--- src/rtl/aes_result_buffer.sv ---
// In-order result buffer between the masked AES scalar unit and core writeback; entries are zeroised on pop/flush.
// Optional feature: define AES_RESULT_BYPASS_EN for a zero-latency empty-buffer bypass path.
module aes_result_buffer #(
  parameter int DEPTH      = 2,
  parameter int X_ID_WIDTH = 4
) (
  input  logic                    clk_i,
  input  logic                    rst_n,
  input  logic                    valid_i,
  output logic                    ready_o,
  input  logic [31:0]             result_i,
  input  logic [X_ID_WIDTH-1:0]   instr_id_i,
  input  logic                    flush_i,
  output logic                    result_valid_o,
  input  logic                    result_ready_i,
  output logic [31:0]             result_data_o,
  output logic [X_ID_WIDTH-1:0]   result_id_o,
  output logic [$clog2(DEPTH):0]  count_o
);

  localparam int PW = $clog2(DEPTH);
  localparam logic [PW:0] FULL_CNT = (PW+1)'(DEPTH);

  logic [31:0]           data_q [DEPTH];
  logic [X_ID_WIDTH-1:0] id_q   [DEPTH];
  logic [PW-1:0]         wptr_q, rptr_q;
  logic [PW:0]           count_q;

  logic empty, bypass, push, push_store, pop_store;

  // Handshakes: a transfer happens on a cycle where valid and ready are both high at
  // the rising edge; ready_o never depends on result_ready_i, and flush blocks both sides.
  assign empty      = (count_q == '0);
  assign ready_o    = (count_q != FULL_CNT) && !flush_i;
  assign push       = valid_i && ready_o;
  assign push_store = push && !bypass;
  assign pop_store  = !empty && result_ready_i && !flush_i;
  assign count_o    = count_q;

`ifdef AES_RESULT_BYPASS_EN
  // Empty buffer with a ready consumer: the result goes straight through, never stored.
  assign bypass = empty && valid_i && result_ready_i && !flush_i;

  always_comb begin
    result_valid_o = !empty || bypass;
    result_data_o  = '0;
    result_id_o    = '0;
    if (bypass) begin
      result_data_o = result_i;
      result_id_o   = instr_id_i;
    end else if (!empty) begin
      result_data_o = data_q[rptr_q];
      result_id_o   = id_q[rptr_q];
    end
  end
`else
  assign bypass = 1'b0;

  always_comb begin
    result_valid_o = !empty;
    result_data_o  = '0;
    result_id_o    = '0;
    if (!empty) begin
      result_data_o = data_q[rptr_q];
      result_id_o   = id_q[rptr_q];
    end
  end
`endif

  always_ff @(posedge clk_i or negedge rst_n) begin
    if (!rst_n) begin
      for (int i = 0; i < DEPTH; i++) begin
        data_q[i] <= '0;
        id_q[i]   <= '0;
      end
      wptr_q  <= '0;
      rptr_q  <= '0;
      count_q <= '0;
    end else if (flush_i) begin
      for (int i = 0; i < DEPTH; i++) begin
        data_q[i] <= '0;
        id_q[i]   <= '0;
      end
      wptr_q  <= '0;
      rptr_q  <= '0;
      count_q <= '0;
    end else begin
      // Push and pop never target the same slot: that needs count 0 or DEPTH.
      if (push_store) begin
        data_q[wptr_q] <= result_i;
        id_q[wptr_q]   <= instr_id_i;
        wptr_q         <= wptr_q + PW'(1);
      end
      if (pop_store) begin
        data_q[rptr_q] <= '0;
        id_q[rptr_q]   <= '0;
        rptr_q         <= rptr_q + PW'(1);
      end
      case ({push_store, pop_store})
        2'b10:   count_q <= count_q + (PW+1)'(1);
        2'b01:   count_q <= count_q - (PW+1)'(1);
        default: count_q <= count_q;
      endcase
    end
  end

endmodule

--- config.mk ---
export PLATFORM = sky130hd
export DESIGN_NAME = aes_result_buffer
export DESIGN_NICKNAME = d
export VERILOG_FILES = /design/src/rtl/aes_result_buffer.sv
export SDC_FILE = /design/constraint.sdc
export NUM_CORES = 1
export LEC_CHECK = 0
export ABC_AREA = 0
export BUFFER_PORTS_ARGS = -buffer_cell sky130_fd_sc_hd__buf_4
export CORE_ASPECT_RATIO = 0.5
export CORE_MARGIN = 2
export CORE_UTILIZATION = 45
export DETAILED_ROUTE_END_ITERATION = 10
export GPL_TIMING_DRIVEN = 0
export PLACE_DENSITY_LB_ADDON = 0.05
export SETUP_SLACK_MARGIN = 0.15
export SLEW_MARGIN = 0
export SYNTH_ARGS = -nofsm -noshare
export SYNTH_HDL_FRONTEND = slang
export SYNTH_SLANG_ARGS = --single-unit
--- constraint.sdc ---
create_clock -name clk_i -period 2 [get_ports clk_i]
set_input_delay 0.6 -clock clk_i [delete_from_list [all_inputs] [get_ports clk_i]]
set_output_delay 0.6 -clock clk_i [all_outputs]
set_load 0.01 [all_outputs]
==> results of run 1 <==
==> cells in the mapped netlist <==
| cell | count | area share |
|---|---|---|
| nand3b_1 | 1 | 0.0017 |
| nand2b_1 | 2 | 0.0029 |
| nor2_1 | 40 | 0.035 |
| o21bai_2 | 1 | 0.0026 |
| buf_2 | 26 | 0.030 |
| dfrtp_1 | 76 | 0.44 |
| and2b_1 | 1 | 0.0017 |
| a21oi_1 | 74 | 0.086 |
| nor2b_2 | 1 | 0.0020 |
| inv_2 | 3 | 0.0026 |
| a22oi_1 | 1 | 0.0017 |
| nand2_1 | 1 | 0.00087 |
| o31ai_1 | 72 | 0.13 |
| a31oi_1 | 1 | 0.0015 |
| buf_1 | 3 | 0.0026 |
| a31o_1 | 1 | 0.0020 |
| nand4_1 | 72 | 0.10 |
| nand3_1 | 2 | 0.0023 |
| mux2i_1 | 36 | 0.084 |
| o21ai_1 | 3 | 0.0035 |
| buf_6 | 15 | 0.039 |
| xor2_1 | 1 | 0.0020 |
| buf_4 | 5 | 0.0087 |
| clkbuf_1 | 14 | 0.012 |
| or4b_1 | 1 | 0.0023 |
==> logic make-up (layout without fill, tap and decap cells) <==
family | Yosys count | in the layout | synth area share
XOR/XNOR | 1 | 1 | 0.002036
AO/OA/AOI/OAI | 153 | 153 | 0.2230
multiplexers | 36 | 36 | 0.08375
flip-flops | 76 | 76 | 0.4420
buffers and inverters | 66 | 177 | 0.09567
AND/OR/NAND/NOR | 121 | 121 | 0.1535
==> final timing paths <==
check | start | depth (start not counted) | to | slack (ps)
max reg2reg | count_o[0] | 5 | data_q[62] | 320
min | rst_n | 1 | data_q[60] | 420
max | rptr_q | 5 | result_data_o[7] | -90
max in group asynchronous | rst_n | 1 | count_o[1] | 840
min in group clk_i | data_q[54] | 2 | data_q[54] | 530
min reg2reg | data_q[54] | 2 | data_q[54] | 530
==> flip-flops by register name, indices dropped and copies added (netlist names) <==
name     count
data_q      64
id_q         8
count_o      2
rptr_q       1
wptr_q       1
==> cells in the final DEF, fill, tap and decap left out, types with 3 or more instances in the layout <==
master      n
a21oi_1    74
buf_12      5
buf_2      21
buf_4      93
buf_6      15
buf_8       6
clkbuf_1   15
clkbuf_16  12
clkbuf_8    3
dfrtp_1    74
inv_2       3
mux2i_1    33
nand4_1    72
nor2_1     36
o21ai_1     3
o31ai_1    72
==> what timing repair did <==
item                                    CTS  global route
endpoints found under the setup margin   37            43
cloned                                    0             3
hold buffers                              0             0
buffers inserted                         10             3
pin swaps                                 0             2
resized for setup                        37            16
hold endpoints to repair                  0             0
==> cell type report <==
class                   instances  area [um^2]
plain buffers                  63        515.5
repair buffers                 95        780.7
well taps                     121        151.4
inverters                       3        11.26
multi-input cells             311         2034
flip-flops and latches         76         1904
fillers                       826         3672
clock inverters                 1        5.005
clock buffers                  15        277.8
==> layer usage <==
layer / up-vias / share of wire / GRT usage
met3: 23 / 0.077 / 0.05643
li1: 1944 / - / -
met5: - / 0 / 0
met4: 0 / 0.016 / 0.07261
met1: 2123 / 0.48 / 0.4300
met2: 191 / 0.42 / 0.3935
==> where the power goes <==
part | switching [W] | leakage, nW | total (W) | internal (W)
Combinational | 0.000458 | 1.20 | 0.000786 | 0.000327
Sequential | 0.0000355 | 1.04 | 0.00163 | 0.00159
Clock | 0.000645 | 0.140 | 0.00159 | 0.000943
Total | 0.00114 | 2.39 | 0.00400 | 0.00286
==> per-stage QoR <==
| step | worst slack, ps | area, um^2 | setup TNS (ps) | power [W] |
|---|---|---|---|---|
| floorplan | 179.1 | 4303 | 0 | 0.002014 |
| global placement | -287.7 | 5047 | -4604 | 0.002292 |
| detailed placement | -287.9 | 5047 | -5177 | 0.002294 |
| CTS | -77.14 | 5530 | -1356 | 0.003934 |
| global route | -114.2 | 5680 | -3174 | 0.004135 |
| finish | -94.82 | 5680 | -1753 | 0.004000 |
==> flow_metrics.env, run 1 <==
export IMPL_cpLargestDelayFamily="buffers and inverters"
export IMPL_hold_slack_ps=425.0
export IMPL_cts_tree="done"
export IMPL_dp_hpwl_um=9004
export IMPL_timing_final_crit_share=1.047
export IMPL_worstSetupPathType="register to primary output"
export IMPL_track_usage=0.2775
export IMPL_power_leakage_nw=2.387
export IMPL_start_kind="register"
export IMPL_row_count=25
export IMPL_grt_pass1_vias=3968
export IMPL_cp_arrival_ps=1490
export IMPL_synth_cells=453
export IMPL_synth_seq_area_share=0.4420
export IMPL_rsz0062_at_grt="yes"
export IMPL_clock_sinks=76
export IMPL_fmax_mhz=477.4
export IMPL_h_tree_depth=3
export IMPL_ant_nets=0
export IMPL_wirelength_um=14240
export IMPL_final_util=0.6074
export IMPL_skew_ps=3.651
export IMPL_overflow=0
export IMPL_grt_max_degree=77
export IMPL_path_buf_inv=3
export IMPL_violations="setup timing"
export IMPL_slew_headroom=0.3063
export IMPL_post_place_cells=653
export IMPL_avgSynthCellArea_um2=9.499
export IMPL_wire_per_inst_um=20.79
export IMPL_finalHoldViolations=0
export IMPL_grt_antenna_before_repair=0
export IMPL_clk_pin_slew_ps=60
export IMPL_viasPerCell=6.250
export IMPL_core_mm2=0.009353
export IMPL_ir_drop_v=0.0005444
export IMPL_grt_pass1_wl_um=21980
export IMPL_detailroute_via_count=4281
export IMPL_diodes=0
export IMPL_fin_nets=600
export IMPL_dr_pass1_iters=5
export IMPL_die_w_um=142.3
export IMPL_cap_violations=0
export IMPL_ys_warn_count=0
export IMPL_die_h_um=73.15
export IMPL_cpMaxStageDelayCell="dfrtp_1"
export IMPL_power_per_cell_area_mw_per_mm2=704.1
export IMPL_io_buffers=79
export IMPL_drc=0
export IMPL_fin_cells=685
export IMPL_final_setup_viol_count=35
export IMPL_netlist_area_mm2=0.004303
export IMPL_start_util=0.4601
export IMPL_cts_root_buf="clkbuf_16"
export IMPL_status="complete, but fails checks"
export IMPL_end_kind="primary output"
export IMPL_critPathMaxStageDelay_ps=390
export IMPL_place_gp_congestion=0.7883
export IMPL_tightest_slew_ps=1041
export IMPL_io_pins=81
export IMPL_cts_buffers_inserted=9
export IMPL_ys_types=25
export IMPL_cts_buffer_depth=2
export IMPL_finalMaxSlewViolations=0
export IMPL_final_layout_size_suffix_gt1_frac=0.3050
export IMPL_hold_path_class="input port to asynchronous set/reset pin"
export IMPL_clk_latency_ps=340
export IMPL_synthesis_nets=494
export IMPL_period_needed_ps=2095
export IMPL_required_ps=1400
export IMPL_area_delta_synth_final_pct=32.02
export IMPL_crit_chain="buf_12 > buf_12 > mux2i_1 > nor2_1 > buf_4"
export IMPL_drt_initial_drc_count=379
export IMPL_path_max_fanout=10
export IMPL_cpMostUsedCell="buf_12"
export IMPL_die_area_mm2=0.01041
export IMPL_ys_seq_elements=76
export IMPL_setup_slack_ps=-94.82
Power figures use the tool's default switching activity.
==> run 2, diff against run 1 <==
REMOVE_ABC_BUFFERS = 1   (was default)
SLEW_MARGIN = 40   (was 0)
==> run 2 against run 1 <==
  * The run still ends with setup timing left
  * Final cell count down 6.1%
  * Flip-flop and latch count unchanged
  * Non-clock buffer count down 43
  * Design area up 14%
  * First-iteration DRC count down 4.2%
  * Critical path depth unchanged
  * Sequential power about the same
  * Core utilization up 8.3 points
  * Register-to-register slack worse by 220 ps
  * Worst hold slack worse by 140 ps
  * Routed wire length up 5.7%
  * Combinational power up 18%
==> flow_metrics.env, run 2 (synthesis gave the netlist of run 1 again) <==
export IMPL_track_usage=0.2632
export IMPL_rsz0062_at_grt="yes"
export IMPL_drt_initial_drc_count=363
export IMPL_worst_r2r_cell_count=9
export IMPL_wire_per_inst_um=23.42
export IMPL_end_kind="primary output"
export IMPL_r2r_slack_ps=100
export IMPL_worstSetupPathType="register to primary output"
export IMPL_slew_headroom=0.4312
export IMPL_final_setup_viol_count=37
export IMPL_die_area_mm2=0.01041
export IMPL_grt_pass1_wl_um=21120
export IMPL_path_max_fanout=5
export IMPL_tightest_slew_ps=853.2
export IMPL_cell_internal_pwr_w=0.003009
export IMPL_fin_nets=558
export IMPL_h_tree_depth=3
export IMPL_ant_nets=0
export IMPL_power_leakage_nw=2.389
export IMPL_core_mm2=0.009353
export IMPL_cap_violations=0
export IMPL_io_pins=81
export IMPL_timing_final_crit_share=1.050
export IMPL_cts_buffers_inserted=9
export IMPL_area_delta_synth_final_pct=50.13
export IMPL_clock_sinks=76
export IMPL_overflow=0
export IMPL_diodes=0
export IMPL_p_sw_frac=0.2915
export IMPL_grt_pass1_vias=4067
export IMPL_place_gp_congestion=0.7529
export IMPL_dr_pass1_iters=5
export IMPL_hold_buffers=0
export IMPL_final_common_cell="buf_4"
export IMPL_setup_slack_ps=-100.3
export IMPL_r2r_end="data_q[34]"
export IMPL_detailroute_via_count=4255
export IMPL_status="complete, but fails checks"
export IMPL_r2r_start="count_o[1]"
export IMPL_grt_max_degree=77
export IMPL_drc=0
export IMPL_p_switching_w=0.001238
export IMPL_power_per_cell_area_mw_per_mm2=657.4
export IMPL_violations="setup timing"
export IMPL_cp_arrival_ps=1500
export IMPL_die_h_um=73.15
export IMPL_required_ps=1400
export IMPL_p_comb_frac=0.218
export IMPL_cts_root_buf="clkbuf_16"
export IMPL_finalPower_w=0.004247
export IMPL_largest_register="data_q"
export IMPL_io_buffers=80
export IMPL_start_util=0.4601
export IMPL_ir_drop_v=0.0005005
export IMPL_p_seq_frac=0.391
export IMPL_clkPwrFrac=0.390
export IMPL_grt_antenna_before_repair=0
export IMPL_final_layout_size_suffix_gt1_frac=0.4483
export IMPL_largest_register_ffs=64
export IMPL_finalHoldViolations=0
export IMPL_wirelength_um=15060
export IMPL_fmax_mhz=476.1
export IMPL_period_needed_ps=2100
export IMPL_finalMaxSlewViolations=0
export IMPL_viasPerCell=6.617
export IMPL_dp_hpwl_um=7587
export IMPL_clk_pin_slew_ps=50
export IMPL_cts_buffer_depth=2
export IMPL_dp_slack_ps=-51.32
export IMPL_layout_common_cells="buf_4, nand4_1, dfrtp_1"
export IMPL_clk_latency_ps=340
export IMPL_skew_ps=7.328
export IMPL_start_kind="register"
export IMPL_hold_path_class="input port to asynchronous set/reset pin"
export IMPL_cts_tree="done"
export IMPL_row_count=25
export IMPL_die_w_um=142.3
-- run 2: layout make-up --
type | instances | area, um^2
clock buffer | 12 | 256.5
clock inverter | 4 | 47.55
fill | 704 | 2893
inverter | 3 | 30.03
multi-input combinational | 312 | 2759
sequential | 76 | 1912
tap | 121 | 151.4
timing repair buffer | 115 | 1304
-- run 2: worst max-delay path by stage --
stage / slack (ps) / to / cells past startpoint / from
4_1_cts: -70 / result_data_o[11] / 4 / rptr_q
6_report: -100 / result_data_o[31] / 5 / count_o[1]
3_5_place_dp: -50 / result_data_o[11] / 4 / rptr_q
2_1_floorplan: -900 / ready_o / 2 / count_o[1]
3_3_place_gp: -2030 / data_q[21] / 4 / count_o[0]
5_1_grt: -160 / result_data_o[1] / 5 / count_o[1]
-- run 2: layer usage --
metal / up-vias / part of all wire / GRT usage / routed length (um)
met1: 2188 / 0.46 / 0.3722 / 6855
met3: 23 / 0.064 / 0.05249 / 962
met4: 0 / 0.014 / 0.08031 / 217
met5: - / 0 / 0 / 0
li1: 1883 / - / - / -
met2: 161 / 0.47 / 0.4144 / 7021
-- run 2: what timing repair did --
action,CTS,global route
cloned,1,6
buffers inserted,11,6
endpoints found under the setup margin,111,107
gates resized for setup,6,158
pin swaps,2,45
-- run 2: critical path, stage by stage (launching register included) --
cell	delay, ps
dfrtp_2	440
nor2_4	200
buf_12	180
clkbuf_16	170
nor2_2	40
buf_4	140
-- run 2: per-stage QoR --
step	setup TNS, ps	std cells	util	instance area, um^2	hold slack [ps]
after floorplan	-68400	390	-	3902	304.4
after global placement	-202780	591	0.4977	4654	521.0
after detailed placement	-104.6	603	0.5322	4977	527.8
after CTS	-1383	631	0.5825	5448	319.5
after global routing	-4656	643	0.6907	6460	341.7
final	-2805	643	0.6907	6460	284.4
-- run 2: power by group through the flow --
stage / Clock, W / Combinational (W) / Sequential, W
after detailed placement: 0 / 0.000606 / 0.00170
final: 0.00166 / 0.000927 / 0.00166
after global routing: 0.00174 / 0.000982 / 0.00167
after global placement: 0 / 0.000481 / 0.00171
after floorplan: 0 / 0.000261 / 0.00169
after CTS: 0.00167 / 0.000696 / 0.00164
